`config.mk`:
```
export PLATFORM = sky130hd
export DESIGN_NAME = fetch_responder
export DESIGN_NICKNAME = d
export VERILOG_FILES = /design/src/rtl/fetch_responder_pkg.sv /design/src/rtl/fetch_timeout_counter.sv /design/src/rtl/fetch_responder.sv
export SDC_FILE = /design/constraint.sdc
export NUM_CORES = 1
export LEC_CHECK = 0
export CORE_MARGIN = 2
export CORE_UTILIZATION = 62
export DETAILED_ROUTE_END_ITERATION = 8
export DONT_BUFFER_PORTS = 1
export GPL_TIMING_DRIVEN = 0
export PLACE_DENSITY = 0.78
export SKIP_CTS_REPAIR_TIMING = 1
export SYNTH_ARGS = -nofsm -noshare
export SYNTH_HDL_FRONTEND = slang
export SYNTH_HIERARCHICAL = 1
export SYNTH_SLANG_ARGS = --single-unit
```
`constraint.sdc`:
```
create_clock -name clk -period 2.6 [get_ports clk]
set_input_delay 0.52 -clock clk [delete_from_list [all_inputs] [get_ports clk]]
set_output_delay 0.52 -clock clk [all_outputs]
set_load 0.02 [all_outputs]
```
`src/rtl/fetch_responder_pkg.sv`:
```
// rtl/fetch_responder_pkg.sv - shared sequencer state codes and responder FSM codes
//
// Purpose: state encodings shared with the fdemachine sequencer, the responder's
//          own FSM encoding, and a width helper for the timeout counter.
// Ports:   none (package).

package fetch_responder_pkg;

    // Sequencer states, as driven on fetch_responder.state.
    typedef enum logic [1:0] {
        FETCH   = 2'b00,
        DECODE  = 2'b01,
        EXECUTE = 2'b10,
        HALT    = 2'b11
    } seq_state_t;

    // Responder FSM states.
    typedef enum logic [1:0] {
        IDLE = 2'b00,
        REQ  = 2'b01,
        ERR  = 2'b10
    } resp_state_t;

    // Counter width able to hold 0..limit-1; never narrower than one bit.
    function automatic int cnt_width(input int limit);
        return (limit > 1) ? $clog2(limit) : 1;
    endfunction

endpackage

```
`src/rtl/fetch_timeout_counter.sv`:
```
// rtl/fetch_timeout_counter.sv - wait-cycle counter for an outstanding fetch request
//
// Purpose: counts REQ cycles without acknowledge; tc flags the last allowed
//          cycle (count == TIMEOUT-1).
// Ports:
//   clk   in  system clock, rising edge
//   rst   in  asynchronous active-high reset
//   clear in  restart the count at zero (new request issued)
//   inc   in  one more cycle waited without acknowledge
//   tc    out count has reached TIMEOUT-1

module fetch_timeout_counter
    import fetch_responder_pkg::*;
#(
    parameter int TIMEOUT = 8
) (
    input  logic clk,
    input  logic rst,
    input  logic clear,
    input  logic inc,
    output logic tc
);

    localparam int            CW   = cnt_width(TIMEOUT);
    localparam logic [CW-1:0] LAST = CW'(TIMEOUT - 1);

    logic [CW-1:0] count;

    // Saturates at LAST so the counter can never wrap back below the limit.
    always_ff @(posedge clk or posedge rst) begin
        if (rst) begin
            count <= '0;
        end else if (clear) begin
            count <= '0;
        end else if (inc && (count != LAST)) begin
            count <= count + CW'(1);
        end
    end

    assign tc = (count == LAST);

endmodule

```
`src/rtl/fetch_responder.sv`:
```
// rtl/fetch_responder.sv - instruction fetch responder owning PC and IR
//
// Purpose: on each entry of the sequencer into FETCH, performs one req/ack read
//          of instruction memory at PC, loads IR, advances PC; reports a one-cycle
//          fetch_done or a sticky fetch_err on timeout.
// Ports:
//   clk, rst            clock (rising edge), asynchronous active-high reset
//   en                  enable shared with the sequencer
//   state               sequencer state (FETCH/DECODE/EXECUTE/HALT)
//   pc_load, pc_target  branch/jump load, honoured only in EXECUTE
//   mem_req, mem_addr   read request and address to instruction memory
//   mem_ack, mem_rdata  acknowledge with same-cycle read data
//   ir, pc              instruction register, program counter
//   fetch_done          one-cycle pulse when IR is loaded
//   fetch_err           sticky timeout flag

module fetch_responder
    import fetch_responder_pkg::*;
#(
    parameter int                ADDR_W   = 16,
    parameter int                DATA_W   = 16,
    parameter logic [ADDR_W-1:0] RESET_PC = '0,
    parameter int                TIMEOUT  = 8
) (
    input  logic              clk,
    input  logic              rst,
    input  logic              en,
    input  logic [1:0]        state,
    input  logic              pc_load,
    input  logic [ADDR_W-1:0] pc_target,
    output logic              mem_req,
    output logic [ADDR_W-1:0] mem_addr,
    input  logic              mem_ack,
    input  logic [DATA_W-1:0] mem_rdata,
    output logic [DATA_W-1:0] ir,
    output logic [ADDR_W-1:0] pc,
    output logic              fetch_done,
    output logic              fetch_err
);

    resp_state_t       fsm, fsm_nxt;
    seq_state_t        prev_state;
    logic              start;
    logic              cnt_clear, cnt_inc, cnt_tc;
    logic              mem_req_nxt, fetch_done_nxt, fetch_err_nxt;
    logic [ADDR_W-1:0] mem_addr_nxt, pc_nxt;
    logic [DATA_W-1:0] ir_nxt;

    // Only the first cycle of a FETCH visit starts a read; prev_state resets to
    // HALT so a FETCH right after reset counts as an entry.
    assign start = en && (state == FETCH) && (prev_state != FETCH);

    fetch_timeout_counter #(
        .TIMEOUT (TIMEOUT)
    ) u_timeout (
        .clk   (clk),
        .rst   (rst),
        .clear (cnt_clear),
        .inc   (cnt_inc),
        .tc    (cnt_tc)
    );

    always_ff @(posedge clk or posedge rst) begin
        if (rst) begin
            fsm <= IDLE;
        end else begin
            fsm <= fsm_nxt;
        end
    end

    always_comb begin
        fsm_nxt        = fsm;
        mem_req_nxt    = mem_req;
        mem_addr_nxt   = mem_addr;
        ir_nxt         = ir;
        pc_nxt         = pc;
        fetch_done_nxt = 1'b0;
        fetch_err_nxt  = fetch_err;
        cnt_clear      = 1'b0;
        cnt_inc        = 1'b0;

        case (fsm)
            IDLE: begin
                mem_req_nxt = 1'b0;
                if (start) begin
                    fsm_nxt      = REQ;
                    mem_req_nxt  = 1'b1;
                    mem_addr_nxt = pc;
                    cnt_clear    = 1'b1;
                end
            end
            REQ: begin
                // Ack takes priority over timeout on the last allowed cycle.
                if (mem_ack) begin
                    fsm_nxt        = IDLE;
                    mem_req_nxt    = 1'b0;
                    ir_nxt         = mem_rdata;
                    pc_nxt         = pc + ADDR_W'(1);
                    fetch_done_nxt = 1'b1;
                end else if (cnt_tc) begin
                    fsm_nxt       = ERR;
                    mem_req_nxt   = 1'b0;
                    fetch_err_nxt = 1'b1;
                end else begin
                    cnt_inc = 1'b1;
                end
            end
            ERR: begin
                mem_req_nxt   = 1'b0;
                fetch_err_nxt = 1'b1;
            end
            default: begin
                fsm_nxt     = IDLE;
                mem_req_nxt = 1'b0;
            end
        endcase

        // Placed after the FSM so a branch load overrides the ack increment.
        if (pc_load && (state == EXECUTE) && (fsm != ERR)) begin
            pc_nxt = pc_target;
        end
    end

    always_ff @(posedge clk or posedge rst) begin
        if (rst) begin
            prev_state <= HALT;
            mem_req    <= 1'b0;
            mem_addr   <= '0;
            ir         <= '0;
            pc         <= RESET_PC;
            fetch_done <= 1'b0;
            fetch_err  <= 1'b0;
        end else begin
            prev_state <= seq_state_t'(state);
            mem_req    <= mem_req_nxt;
            mem_addr   <= mem_addr_nxt;
            ir         <= ir_nxt;
            pc         <= pc_nxt;
            fetch_done <= fetch_done_nxt;
            fetch_err  <= fetch_err_nxt;
        end
    end

endmodule

```
* Yosys cells after proc, flatten, opt, wreduce, memory -nomap -nowiden
Cells that the tools add are included.
Cells by class: equal/unequal tests 10, divide/modulo/power cells 0, bitwise gates (word level) 1, reduce and logical (&&, ||, !) cells 17, muxes and demuxes 22, $lt $le $gt $ge 0, shift-type cells 0, multipliers 0, $add $sub $neg 2
Operators by type and width (count):
- 2-to-1 mux 16 bit | 3
- adder 16 x 1 -> 16 bit (second input constant) | 1
- 2-to-1 mux 1 bit | 11
- nonzero test 2 bit | 5
- inequality test 2 bit (second input constant) | 4
- 2-to-1 mux 2 bit | 3
- 2-to-1 mux 3 bit | 2
- inequality test 3 bit (second input constant) | 2
- case mux 2 bit (3 select lines) | 1
- AND reduction 2 bit | 3
- AND reduction 3 bit | 2
- logical AND 1 bit | 5
- equality test 2 bit (second input constant) | 2
- zero test 2 bit | 2
- case mux 1 bit (2 select lines) | 2
- adder 3 x 1 -> 3 bit (second input constant) | 1
- equality test 3 bit (second input constant) | 1
- equality test 2 x 1 -> 1 bit (second input constant) | 1
- inverter 1 bit | 1
Storage, ports and cells: bits of input ports 39, memories kept 0, register bits 58, memory bits (writable) 0, ROM bits 0, latch bits 0

* Depth between registers and ports, before layout
Gate-level depths: netlist (run 1).
word-level depth 7, depth in mapped cells 6, mapped depth without buffers 5

* Cells and area by module
Netlist (run 1), hierarchy kept.
Modules (own cells, without submodules):
- fetch_responder | area each 2433.6 um^2, instances 1, seq. area each 1378.8 um^2, cells an instance 228
- fetch_timeout_counter | area each 187.7 um^2, instances 1, seq. area each 75.1 um^2, cells an instance 16

* Least setup slack after synthesis (run 1)
No wires, ideal clock.
path kind in2reg, start point input port state[0], end point register u_timeout.count[0], setup time 125 ps, path slack 740 ps, data arrival time 1734 ps, cell stages on the path 5, buffers on the path 1, data required time 2475 ps, cells stage by stage or4_4 > nor2_4 > buf_12 > nor2b_1 > mux2_4
On the way: cells in the longest elaborated chain, start to end 6, elaborated cells on any way between the ends 7, those cells by class mux: 3; reduce/logical: 4
RTL lines:
- start, declared | line fetch_responder.sv:28 | input logic [1:0] state,
- zero test 2 bit * | line fetch_responder.sv:51 | assign start = en && (state == FETCH) && (prev_state != FETCH);
- logical AND 1 bit * (2 in series) | line fetch_responder.sv:51
- 2-to-1 mux 1 bit * | line fetch_responder.sv:85 | if (start) begin
- 2-to-1 mux 1 bit * | line fetch_responder.sv:82 | case (fsm)
- net cnt_clear | line fetch_responder.sv:44 | logic cnt_clear, cnt_inc, cnt_tc;
- 2-to-1 mux 3 bit / nonzero test 2 bit (equally long branches)
- end signal, assigned | line fetch_timeout_counter.sv:36 | count <= count + CW'(1);
- end, declared | line fetch_timeout_counter.sv:27 | logic [CW-1:0] count;
Mark *: on every way through the listed nets, which the timed path passes. The rest lies on a longest branch. A chain may end at the register's enable or synchronous reset.

* Worst setup path after layout (run 1)
start point register u_timeout.count[0], end point register u_timeout.count[0]
On the way: cells in the longest elaborated chain, start to end 6, elaborated cells on any way between the ends 10, those cells by class add/sub: 1; eq/ne: 2; mux: 5; reduce/logical: 2
RTL lines:
- equality test 3 bit | line fetch_timeout_counter.sv:40 | assign tc = (count == LAST);
- net cnt_tc | line fetch_responder.sv:44
- 2-to-1 mux 1 bit | line fetch_responder.sv:100 | end else if (cnt_tc) begin
- 2-to-1 mux 1 bit | line fetch_responder.sv:94 | if (mem_ack) begin
- 2-to-1 mux 1 bit | line fetch_responder.sv:82
- net cnt_inc | line fetch_responder.sv:44
- logical AND 1 bit | line fetch_timeout_counter.sv:35 | end else if (inc && (count != LAST)) begin
- nonzero test 2 bit (no source line)
The timed path passes the listed nets, and every way through them passes these cells. The select of a mux whose other input is x is not followed.

==> results of run 1 <==
## through the flow
| step | hold WS, ns | total power [mW] | setup WS, ns |
|---|---|---|---|
| 4_1_cts | -0.0668 | 3.23 | 0.517 |
| 2_1_floorplan | 0.274 | 2.23 | 0.740 |
| 5_1_grt | 0.0732 | 3.37 | 0.373 |
| 3_5_place_dp | 0.292 | 2.40 | 0.594 |
| 6_report | 0.0510 | 3.20 | 0.522 |
| 3_3_place_gp | 0.288 | 2.35 | 0.198 |
## power by group through the flow
stage	logic, mW	clock network [mW]	registers [mW]
floorplan	0.429	0	1.80
global placement	0.473	0	1.88
detailed placement	0.504	0	1.89
CTS	0.510	0.836	1.88
global route	0.576	0.876	1.92
finish	0.506	0.816	1.87
## kinds of logic (layout without fill, tap and decap cells)
group | after synthesis | after routing
adders and majority gates | 3 | 3
buffers and inverters | 17 | 35
DFF | 58 | 58
muxes | 17 | 17
AOI/OAI and AO/OA | 36 | 36
and+or+nand+nor | 108 | 108
xor gates and xnor gates | 5 | 5
## state kept, by name, summed over array words and instances, names as in the netlist
| name | flops |
|---|---|
| ir | 16 |
| mem_addr | 16 |
| pc | 16 |
| u_timeout/count | 3 |
| fsm | 2 |
| prev_state | 2 |
| fetch_done | 1 |
| fetch_err | 1 |
| mem_req | 1 |
## layer usage
| metal | vias to the layer above | routed length [um] | track usage (%) |
|---|---|---|---|
| met5 | - | 0 | 0 |
| met4 | 0 | 58 | 7.41 |
| met3 | 6 | 564 | 11.7 |
| met2 | 81 | 2670 | 36.8 |
| met1 | 878 | 2330 | 33.4 |
| li1 | 896 | - | - |
## cell type report
class | count | area [um2] | share of cell area, %
flip-flops and latches | 58 | 1450 | 49.9
well taps | 50 | 62.6 | 2.15
multi-input cells | 169 | 1080 | 37.2
repair buffers | 2 | 30.0 | 1.03
plain buffers | 9 | 53.8 | 1.85
clock inverters | 2 | 35.0 | 1.20
clock buffers | 14 | 163 | 5.59
inverters | 8 | 30.0 | 1.03
## path summary, 6_finish.rpt
check                                                      end  slack (ns)                           start  cells after the start
worst max-delay path            u_timeout/count[0]$_DFFE_PP0P_        0.52  u_timeout/count[0]$_DFFE_PP0P_                      5
worst min-delay path                        fsm[0]$_DFFE_PP0P_        0.05                             rst                      1
worst max register to register  u_timeout/count[0]$_DFFE_PP0P_        0.52  u_timeout/count[0]$_DFFE_PP0P_                      5
worst min register to register  u_timeout/count[2]$_DFFE_PP0P_        0.56  u_timeout/count[2]$_DFFE_PP0P_                      2
max in group asynchronous       u_timeout/count[0]$_DFFE_PP0P_        1.96                             rst                      2
min in group clk                       prev_state[0]$_DFF_PP1_        0.19                        state[0]                      0
## placed cells by master (no fill, tap or decap), drive strengths merged, types with 3 or more instances in the layout
| master | n |
|---|---|
| nand2b | 5 |
| nand2 | 58 |
| ha | 3 |
| nand4 | 6 |
| nor3 | 4 |
| o32ai | 3 |
| clkbuf | 18 |
| o21ai | 12 |
| nor4 | 7 |
| xnor2 | 5 |
| dfrtp | 56 |
| nor2 | 11 |
| nor2b | 3 |
| mux2 | 17 |
| a21oi | 3 |
| buf | 6 |
| inv | 8 |
| a221o | 3 |
==> results.tsv, run 1 <==
stage	metric	value	unit
status	status	complete, no violations	
routing	wl	5.63	mm
yosys	seq_area_frac_synth	55.5	%
grt	grt_use_total	25.0	%
yosys	yosysWarningCount	6	
clocking	cts_root_buf	clkbuf_8	
floorplanning	pin_count	90	
run	cap_violations	0	
timing	min_period	2.08	ns
floorplanning	die-area	0.00476	mm2
floorplanning	dieHeight	69.0	um
worst_setup_path	crit_buf_inv	0	
yosys	post_synth_inst_count	244	
yosys	synthFlopType	dfrtp_1	
power	p_sw	1.21	mW
grt	grt_start_max_net_pins	40	
min_path	hp-class	in2async	
clocking	clk_path_buf_depth	2	
finish	design_area	0.00291	mm2
power	power_frac_comb	15.8	%
worst_setup_path	start_kind	flop	
clocking	insertion_delay	0.33	ns
clocking	cts_tree	done	
timing	fmax	0.481	GHz
worst_setup_path	cp_cell_sequence	ha_1, ha_1, nor3_1, nor2b_4, mux2_4	
worst_setup_path	arrival	2.29	ns
yosys	synth_simple_gate_area_share	20.3	%
worst_setup_path	critical_path.max_fanout	5	
floorplanning	die_w	69.0	um
grt	grt_pass1_vias	1901	
worst_setup_path	worst_path_max_delay_cell	nor3_1	
worst_setup_path	cpMostUsedCell	ha_1	
worst_setup_path	cp-end-kind	flop	
placement	dp_cells	295	
clocking	cts_inserted_buffers	9	
placement	portBuffers	0	
yosys	synth_seq_cells	58	
floorplanning	core_area	0.00403	mm2
routing	route.vias.total	1861	
routing	drcViolationCount	0	
placement	dp_hpwl	4.13	mm
timing	fin_crit_sh	79.9	%
yosys	yosysTopAreaCell	dfrtp_1	
timing	hold_viol	0	
yosys	synth_nets	286	
yosys	yosys.area.top_type_share	53.5	%
timing	drv_slew	0	
routing	via_per_inst	5.96	
timing	worst_clock_skew	0.0105	ns
yosys	synth_most_common_cell	nand2_1	
floorplanning	fp-row-count	23	
timing	rsz0062_at_grt	false	
grt	grt_pass1_wl	9.38	mm
clocking	cts_max_level	3	
timing	tns	0	ns
clocking	clk_pin_slew	0.06	ns
routing	drtPass1Iterations	4	
power	clockPowerShare	25.5	%
power	max-vdd-ir-drop	616	uV
clocking	clkSinkCount	58	
yosys	synth_top_family_by_area	simple AND/OR/NAND/NOR gates	
yosys	synth_fa_ha_area_share	1.43	%
worst_setup_path	max_stage_delay	0.52	ns
worst_setup_path	required	2.81	ns
routing	ant_nets	0	
timing	setup_viol_count_final	0	
routing	drt-initial-drc-count	139	
placement	globalplace.congestion	0.926	
placement	placed_cell_area	0.00270	mm2
yosys	synthDistinctLibCells	44	
yosys	synthXorXnorAreaFrac	1.67	%
power	p_per_area	1100	mW/mm2
power	p_leak	1.32	nW
yosys	synth_edf_count	0	
worst_setup_path	worst-setup-path-type	reg2reg	
grt	antenna_found_initial	0	
finish	n_antenna_cell	0	
finish	drive_above_1_share	16.4	%
power	seqPwrFrac	58.6	%
yosys	synth_compound_area_share	9.45	%
yosys	netlist_area	0.00262	mm2
timing	relSlewSlack	62.0	%
routing	wl_per_cell	18.0	um
yosys	yosys-top-cells-area	dfrtp_1, nand2_1, mux2_4	
yosys	synthArstFlopShare	100	%
finish	layout-area-overhead-vs-synth	11.1	%
finish	nets	299	
yosys	avgSynthCellArea	10.7	um2
worst_setup_path	path_delay_family	simple AND/OR/NAND/NOR gates	
finish	fillers	316	
floorplanning	start_util	65.1	%
yosys	synthTopCellsByCount	nand2_1, dfrtp_1, nor2_1, o21ai_0, mux2_2	
power	sw_frac_of_total	38.0	%
finish	fin_cells	312	
yosys	synthMuxAreaShare	8.45	%
finish	post-route-util	72.3	%
grt	grt-ovfl-total	0	
power	power.internal	1.98	mW
timing	tightestPinTransition	0.565	ns
Note: power is estimated with default switching activity, not from simulation.
==> run 2: changes to the inputs <==
--- a/config.mk
+++ b/config.mk
@@ -6,11 +6,11 @@
 export NUM_CORES = 1
 export LEC_CHECK = 0
 export CORE_MARGIN = 2
-export CORE_UTILIZATION = 62
+export CORE_UTILIZATION = 56
 export DETAILED_ROUTE_END_ITERATION = 8
 export DONT_BUFFER_PORTS = 1
 export GPL_TIMING_DRIVEN = 0
-export PLACE_DENSITY = 0.78
+export PLACE_DENSITY = 0.74
 export SKIP_CTS_REPAIR_TIMING = 1
 export SYNTH_ARGS = -nofsm -noshare
 export SYNTH_HDL_FRONTEND = slang
==> constraint.sdc (replaced) <==
create_clock -name clk -period 1.8 [get_ports clk]
set_input_delay 0.36 -clock clk [delete_from_list [all_inputs] [get_ports clk]]
set_output_delay 0.36 -clock clk [all_outputs]
set_load 0.02 [all_outputs]
==> run 2 against run 1 <==
Against the previous run:
- clock skew fell by 0.00066 ns
- sequential power rose by 45%
- total power rose by 50%
- sequential share of layout area fell by 2.0 points
- routed wire length rose by 4.6%
- maximum frequency rose by 18%
- utilization fell by 3.8 points
- critical path depth did not move
- global-route usage fell by 2.3 points
- die area rose by 10%
- via count rose by 6.1%
- critical endpoint is now pc[12]$_DFFE_PP0P_
- largest power group unchanged
- highest routed layer unchanged
==> results.tsv, run 2 (synthesis results as in run 1) <==
stage	metric	value	unit	change
status	status	complete, no violations		
placement	placed_cell_area	0.00271	mm2	+0.28%
routing	wl	5.88	mm	+4.6%
routing	route.vias.total	1974		+6.1%
power	p_sw	1.82	mW	+50%
grt	grt_pass1_vias	1841		-3.2%
grt	grt-ovfl-total	0		unchanged
routing	ant_nets	0		unchanged
worst_setup_path	worst_path_max_delay_cell	dfrtp_2		
finish	reg_top3	ir: 16 flops, mem_addr: 16 flops, pc: 16 flops		
routing	wl_per_cell	18.4	um	+2.3%
power	clockPowerShare	27.6	%	+2.1 points
clocking	cts_max_level	3		unchanged
finish	drive_above_1_share	24.0	%	+7.6 points
power	power_frac_comb	15.8	%	about the same
worst_setup_path	cp_cell_sequence	ha_4, nand4_1, nor4_2, o21ai_0, a221o_1		
min_path	hp-class	in2reg		
floorplanning	die-area	0.00524	mm2	+10%
timing	tightestPinTransition	0.483	ns	-0.0826 ns
power	p_leak	1.36	nW	+3.0%
finish	nets	304		+1.7%
grt	grt_use_total	22.7	%	-2.3 points
timing	tns	0	ns	unchanged
clocking	cts_tree	done		
timing	drv_slew	0		unchanged
worst_setup_path	arrival	1.99	ns	-0.30 ns
floorplanning	fp-row-count	24		+4.3%
finish	fillers	351		+11%
placement	dp_hpwl	4.12	mm	-0.34%
timing	setup_ws	0.0334	ns	-0.488 ns
timing	relSlewSlack	67.8	%	+5.8 points
clocking	clkSinkCount	58		unchanged
clocking	clk_path_buf_depth	2		unchanged
worst_setup_path	required	2.03	ns	-0.78 ns
routing	via_per_inst	6.19		+3.7%
timing	worst_clock_skew	0.00985	ns	-0.000663 ns
placement	globalplace.congestion	0.836		-9.7%
worst_setup_path	cp-end-kind	flop		
timing	min_period	1.77	ns	-0.312 ns
grt	antenna_found_initial	0		unchanged
power	power.total	4.81	mW	+50%
power	seqPwrFrac	56.7	%	-1.9 points
finish	n_antenna_cell	0		unchanged
finish	post-route-util	68.5	%	-3.8 points
grt	grt.busiest_layer	met2		
floorplanning	dieHeight	72.4	um	+4.9%
worst_setup_path	start_kind	flop		
grt	grt_pass1_wl	8.87	mm	-5.4%
finish	layout-area-overhead-vs-synth	16.1	%	
floorplanning	pin_count	90		unchanged
timing	fmax	0.566	GHz	+18%
placement	portBuffers	0		unchanged
routing	drtPass1Iterations	4		unchanged
finish	final_common_cell	nand2_1		
routing	drcViolationCount	0		unchanged
grt	gr-usage-met2	33.8	%	-2.9 points
floorplanning	die_w	72.4	um	+4.9%
worst_setup_path	path_delay_family	simple AND/OR/NAND/NOR gates		
worst_setup_path	crit_buf_inv	0		unchanged
timing	setup_viol_count_final	0		unchanged
timing	rsz0062_at_grt	true		
timing	fin_crit_sh	98.1	%	+18 points
power	p_per_area	1580	mW/mm2	+44%
grt	grt_start_max_net_pins	40		unchanged
worst_setup_path	max_stage_delay	0.51	ns	about the same
grt	grt_util_met1	28.6	%	-4.8 points
finish	design_area	0.00304	mm2	+4.5%
worst_setup_path	critical_path.max_fanout	7		+2
clocking	clk_pin_slew	0.07	ns	about the same
floorplanning	core_area	0.00444	mm2	+10%
routing	drt-initial-drc-count	143		+2.9%
power	sw_frac_of_total	37.8	%	-0.22 points
floorplanning	start_util	59.0	%	-6.1 points
clocking	cts_inserted_buffers	9		unchanged
finish	mostFrequentLayoutCells	nand2_1, dfrtp_1, o21ai_0, clkbuf_8		
clocking	insertion_delay	0.34	ns	about the same
timing	hold_viol	0		unchanged
power	power.internal	2.99	mW	+51%
run	cap_violations	0		unchanged
worst_setup_path	worst-setup-path-type	reg2reg		
clocking	cts_root_buf	clkbuf_8		
power	max-vdd-ir-drop	816	uV	+33%
grt	grt_use_met3	8.75	%	-2.9 points
placement	dp_worst_setup_slack	-0.139	ns	-0.733 ns
[run 2: worst paths after layout]
| path | start | to | slack [ns] | cells after the start |
|---|---|---|---|---|
| max | pc[0]$_DFFE_PP0P_ | pc[12]$_DFFE_PP0P_ | 0.03 | 5 |
| min | state[1] | prev_state[1]$_DFF_PP1_ | 0.02 | 0 |
| max reg2reg | pc[0]$_DFFE_PP0P_ | pc[12]$_DFFE_PP0P_ | 0.03 | 5 |
| min reg2reg | u_timeout/count[1]$_DFFE_PP0P_ | u_timeout/count[1]$_DFFE_PP0P_ | 0.56 | 2 |
| max in group asynchronous | rst | pc[1]$_DFFE_PP0P_ | 0.78 | 3 |
| min in group asynchronous | rst | u_timeout/count[1]$_DFFE_PP0P_ | 0.38 | 2 |
[run 2: cell type report]
type | count | area, um2 | share of cell area (%)
Buffer | 9 | 60.1 | 1.97
Clock buffer | 11 | 141 | 4.65
Sequential cell | 58 | 1460 | 47.9
Multi-Input combinational cell | 169 | 1130 | 37.1
Timing Repair Buffer | 7 | 80.1 | 2.63
Clock inverter | 5 | 77.6 | 2.55
Tap cell | 52 | 65.1 | 2.14
Inverter | 8 | 30.0 | 0.987
[run 2: layer usage]
layer	share of wire, %	up-vias
met5	0	-
met4	2.2	0
met3	9.8	11
met2	46	86
met1	42	980
li1	-	897
[run 2: stage by stage]
stage                     std cells  hold slack, ns
final                           319          0.0173
after global routing            319         0.00864
after CTS                       313          -0.228
after detailed placement        297           0.132
after global placement          296           0.130
after floorplan                 244           0.114
[run 2: worst register-to-register path, stage by stage, from the launching register on]
cell and delay [ns]:
dfrtp_2 0.51, ha_4 0.19, nand4_1 0.23, nor4_2 0.31, o21ai_0 0.11, a221o_1 0.32
[run 2: power groups by stage]
stage | Clock [mW] | Sequential (mW) | Combinational (mW)
final | 1.33 | 2.72 | 0.758
after global routing | 1.38 | 2.80 | 0.865
after CTS | 1.35 | 2.71 | 0.729
after detailed placement | 0 | 2.73 | 0.719
after global placement | 0 | 2.72 | 0.686
after floorplan | 0 | 2.60 | 0.620
==> run 3: changes to the inputs <==
--- a/config.mk
+++ b/config.mk
@@ -5,6 +5,7 @@
 export SDC_FILE = /design/constraint.sdc
 export NUM_CORES = 1
 export LEC_CHECK = 0
+export CORE_ASPECT_RATIO = 1.4
 export CORE_MARGIN = 2
 export CORE_UTILIZATION = 56
 export DETAILED_ROUTE_END_ITERATION = 8
==> run 3 against run 2 <==
Against the previous run:
- largest cell class unchanged
- the flow now finishes with violations (negative setup slack)
- maximum frequency shrank 2.0%
- final cell count grew 5.0%
- register-to-register slack lost 0.04 ns
- via count grew 0.20%
- clock skew shrank 0.0066 ns
==> results.tsv, run 3 (synthesis results as in run 1) <==
stage	metric	value	unit	change
status	status	complete, but fails checks		
status	violations	negative setup slack		
finish	fillers	350		-0.28%
floorplanning	pin_count	90		unchanged
power	max-vdd-ir-drop	898	uV	+10%
grt	grt_pass1_wl	9.24	mm	+4.1%
placement	portBuffers	0		unchanged
timing	min_period	1.80	ns	+0.0363 ns
finish	reg_top3	ir: 16 flops, mem_addr: 16 flops, pc: 16 flops		
grt	grt_pass1_vias	1947		+5.8%
floorplanning	start_util	57.8	%	-1.2 points
timing	rsz0062_at_grt	true		
worst_setup_path	arrival	2.03	ns	+0.04 ns
worst_setup_path	path_depth	5		unchanged
worst_setup_path	critical_path.max_fanout	6		-1
placement	placed_cell_area	0.00272	mm2	+0.46%
floorplanning	die_w	61.8	um	-15%
routing	drcViolationCount	0		unchanged
clocking	cts_root_buf	clkbuf_8		
timing	fin_crit_sh	100	%	+2.0 points
finish	n_antenna_cell	0		unchanged
run	cap_violations	0		unchanged
min_path	hp-class	in2reg		
floorplanning	die-area	0.00525	mm2	+0.15%
placement	globalplace.congestion	0.850		+1.7%
clocking	cts_max_level	3		unchanged
floorplanning	core_area	0.00454	mm2	+2.1%
clocking	clk_path_buf_depth	2		unchanged
timing	relSlewSlack	64.0	%	-3.8 points
clocking	clkSinkCount	58		unchanged
grt	grt-ovfl-total	0		unchanged
finish	mostFrequentLayoutCells	nand2_1, dfrtp_1, clkbuf_8		
routing	wl_per_cell	18.5	um	+0.35%
finish	regArea	0.00146	mm2	unchanged
worst_setup_path	cp-end-kind	flop		
worst_setup_path	worst-setup-path-type	reg2reg		
routing	route.vias.total	1978		+0.20%
grt	grt_use_total	24.6	%	+1.9 points
clocking	clk_pin_slew	0.06	ns	about the same
worst_setup_path	max_stage_delay	0.50	ns	about the same
clocking	insertion_delay	0.34	ns	about the same
timing	setup_ws	-0.00291	ns	-0.0363 ns
finish	final_common_cell	nand2_1		
routing	ant_nets	0		unchanged
finish	layout-area-overhead-vs-synth	19.6	%	
placement	dp_cells	307		+3.4%
floorplanning	dieHeight	85.0	um	+17%
worst_setup_path	worst_path_max_delay_cell	dfrtp_2		
clocking	cts_inserted_buffers	9		unchanged
worst_setup_path	crit_buf_inv	0		unchanged
finish	design_area	0.00314	mm2	+3.0%
timing	fmax	0.555	GHz	-2.0%
grt	grt_start_max_net_pins	36		-10%
worst_setup_path	required	2.03	ns	about the same
min_path	min_path_cells	2		+2
placement	dp_worst_setup_slack	-0.140	ns	-0.000898 ns
power	p_per_area	1550	mW/mm2	-1.7%
worst_setup_path	cp_cell_sequence	ha_4, nand4_1, nor4_2, o21ai_1, a221o_1		
finish	fin_cells	335		+5.0%
timing	tightestPinTransition	0.541	ns	+0.0577 ns
routing	via_per_inst	5.90		-4.6%
worst_setup_path	reg2reg_depth	5		unchanged
timing	tns	-0.00291	ns	-0.00291 ns
worst_setup_path	path_delay_family	simple AND/OR/NAND/NOR gates		
clocking	cts_tree	done		
grt	antenna_found_initial	0		unchanged
routing	drtPass1Iterations	4		unchanged
routing	wl	6.20	mm	+5.4%
finish	nets	312		+2.6%
power	p_leak	1.41	nW	+3.6%
timing	setup_viol_count_final	1		+1
timing	worst_clock_skew	0.00325	ns	-0.00659 ns
finish	multiInputGateArea	0.00112	mm2	-0.55%
floorplanning	fp-row-count	29		+21%
finish	drive_above_1_share	24.9	%	+0.94 points
power	power.total	4.87	mW	+1.3%
timing	drv_slew	0		unchanged
worst_setup_path	start_kind	flop		
timing	hold_viol	0		unchanged
placement	dp_hpwl	4.23	mm	+2.6%
routing	drt-initial-drc-count	118		-17%
-- run 3: cell count changes in the layout (fill, tap and decap cells not counted), sizes merged --
| cell | before | now |
|---|---|---|
| buf | 9 | 16 |
| clkinv | 2 | 0 |
| clkinvlp | 1 | 0 |
| dlygate4sd3 | 1 | 3 |
-- run 3: power breakdown --
group / leakage, nW / internal [mW] / total [mW] / switching [mW]
clock: 0.115 / 0.877 / 1.36 / 0.481
combinational: 0.586 / 0.436 / 0.785 / 0.350
sequential: 0.708 / 1.75 / 2.73 / 0.971
-- run 3: final timing paths --
kind	startpoint	to	slack [ns]
min in group asynchronous	rst	u_timeout/count[0]$_DFFE_PP0P_	0.36
setup / recovery	pc[1]$_DFFE_PP0P_	pc[12]$_DFFE_PP0P_	-0.003
hold / removal	mem_rdata[11]	ir[11]$_DFFE_PP0P_	0.12
max in group asynchronous	rst	pc[2]$_DFFE_PP0P_	0.73
hold reg to reg	u_timeout/count[1]$_DFFE_PP0P_	u_timeout/count[1]$_DFFE_PP0P_	0.55
setup reg to reg	pc[1]$_DFFE_PP0P_	pc[12]$_DFFE_PP0P_	-0.003
-- run 3: layout make-up --
cell class              count  area share [%]
plain buffers               9            1.84
clock buffers              12            5.27
clock inverters             2            1.92
inverters                   8           0.958
multi-input cells         169            35.8
flip-flops and latches     58            46.5
well taps                  62            2.47
repair buffers             15            5.19
-- run 3: per-stage QoR --
| step | utilization (%) | hold slack (ns) |
|---|---|---|
| 2_1_floorplan | - | 0.114 |
| 3_3_place_gp | 59.6 | 0.127 |
| 3_5_place_dp | 60.1 | 0.124 |
| 4_1_cts | 65.0 | -0.243 |
| 5_1_grt | 69.1 | 0.122 |
| 6_report | 69.1 | 0.123 |
-- run 3: worst register-to-register path, stage by stage, from the launching register on --
cell and delay [ns]:
dfrtp_2 0.50, ha_4 0.19, nand4_1 0.21, nor4_2 0.39, o21ai_1 0.10, a221o_1 0.30
-- run 3: per-layer routing --
metal,vias to the layer above,global-route usage [%],wire (um),share of wire (%)
li1,907,-,-,-
met1,963,27.7,2250,36
met2,93,39.4,3220,52
met3,15,8.84,529,8.5
met4,0,13.0,201,3.2
met5,-,0,0,0
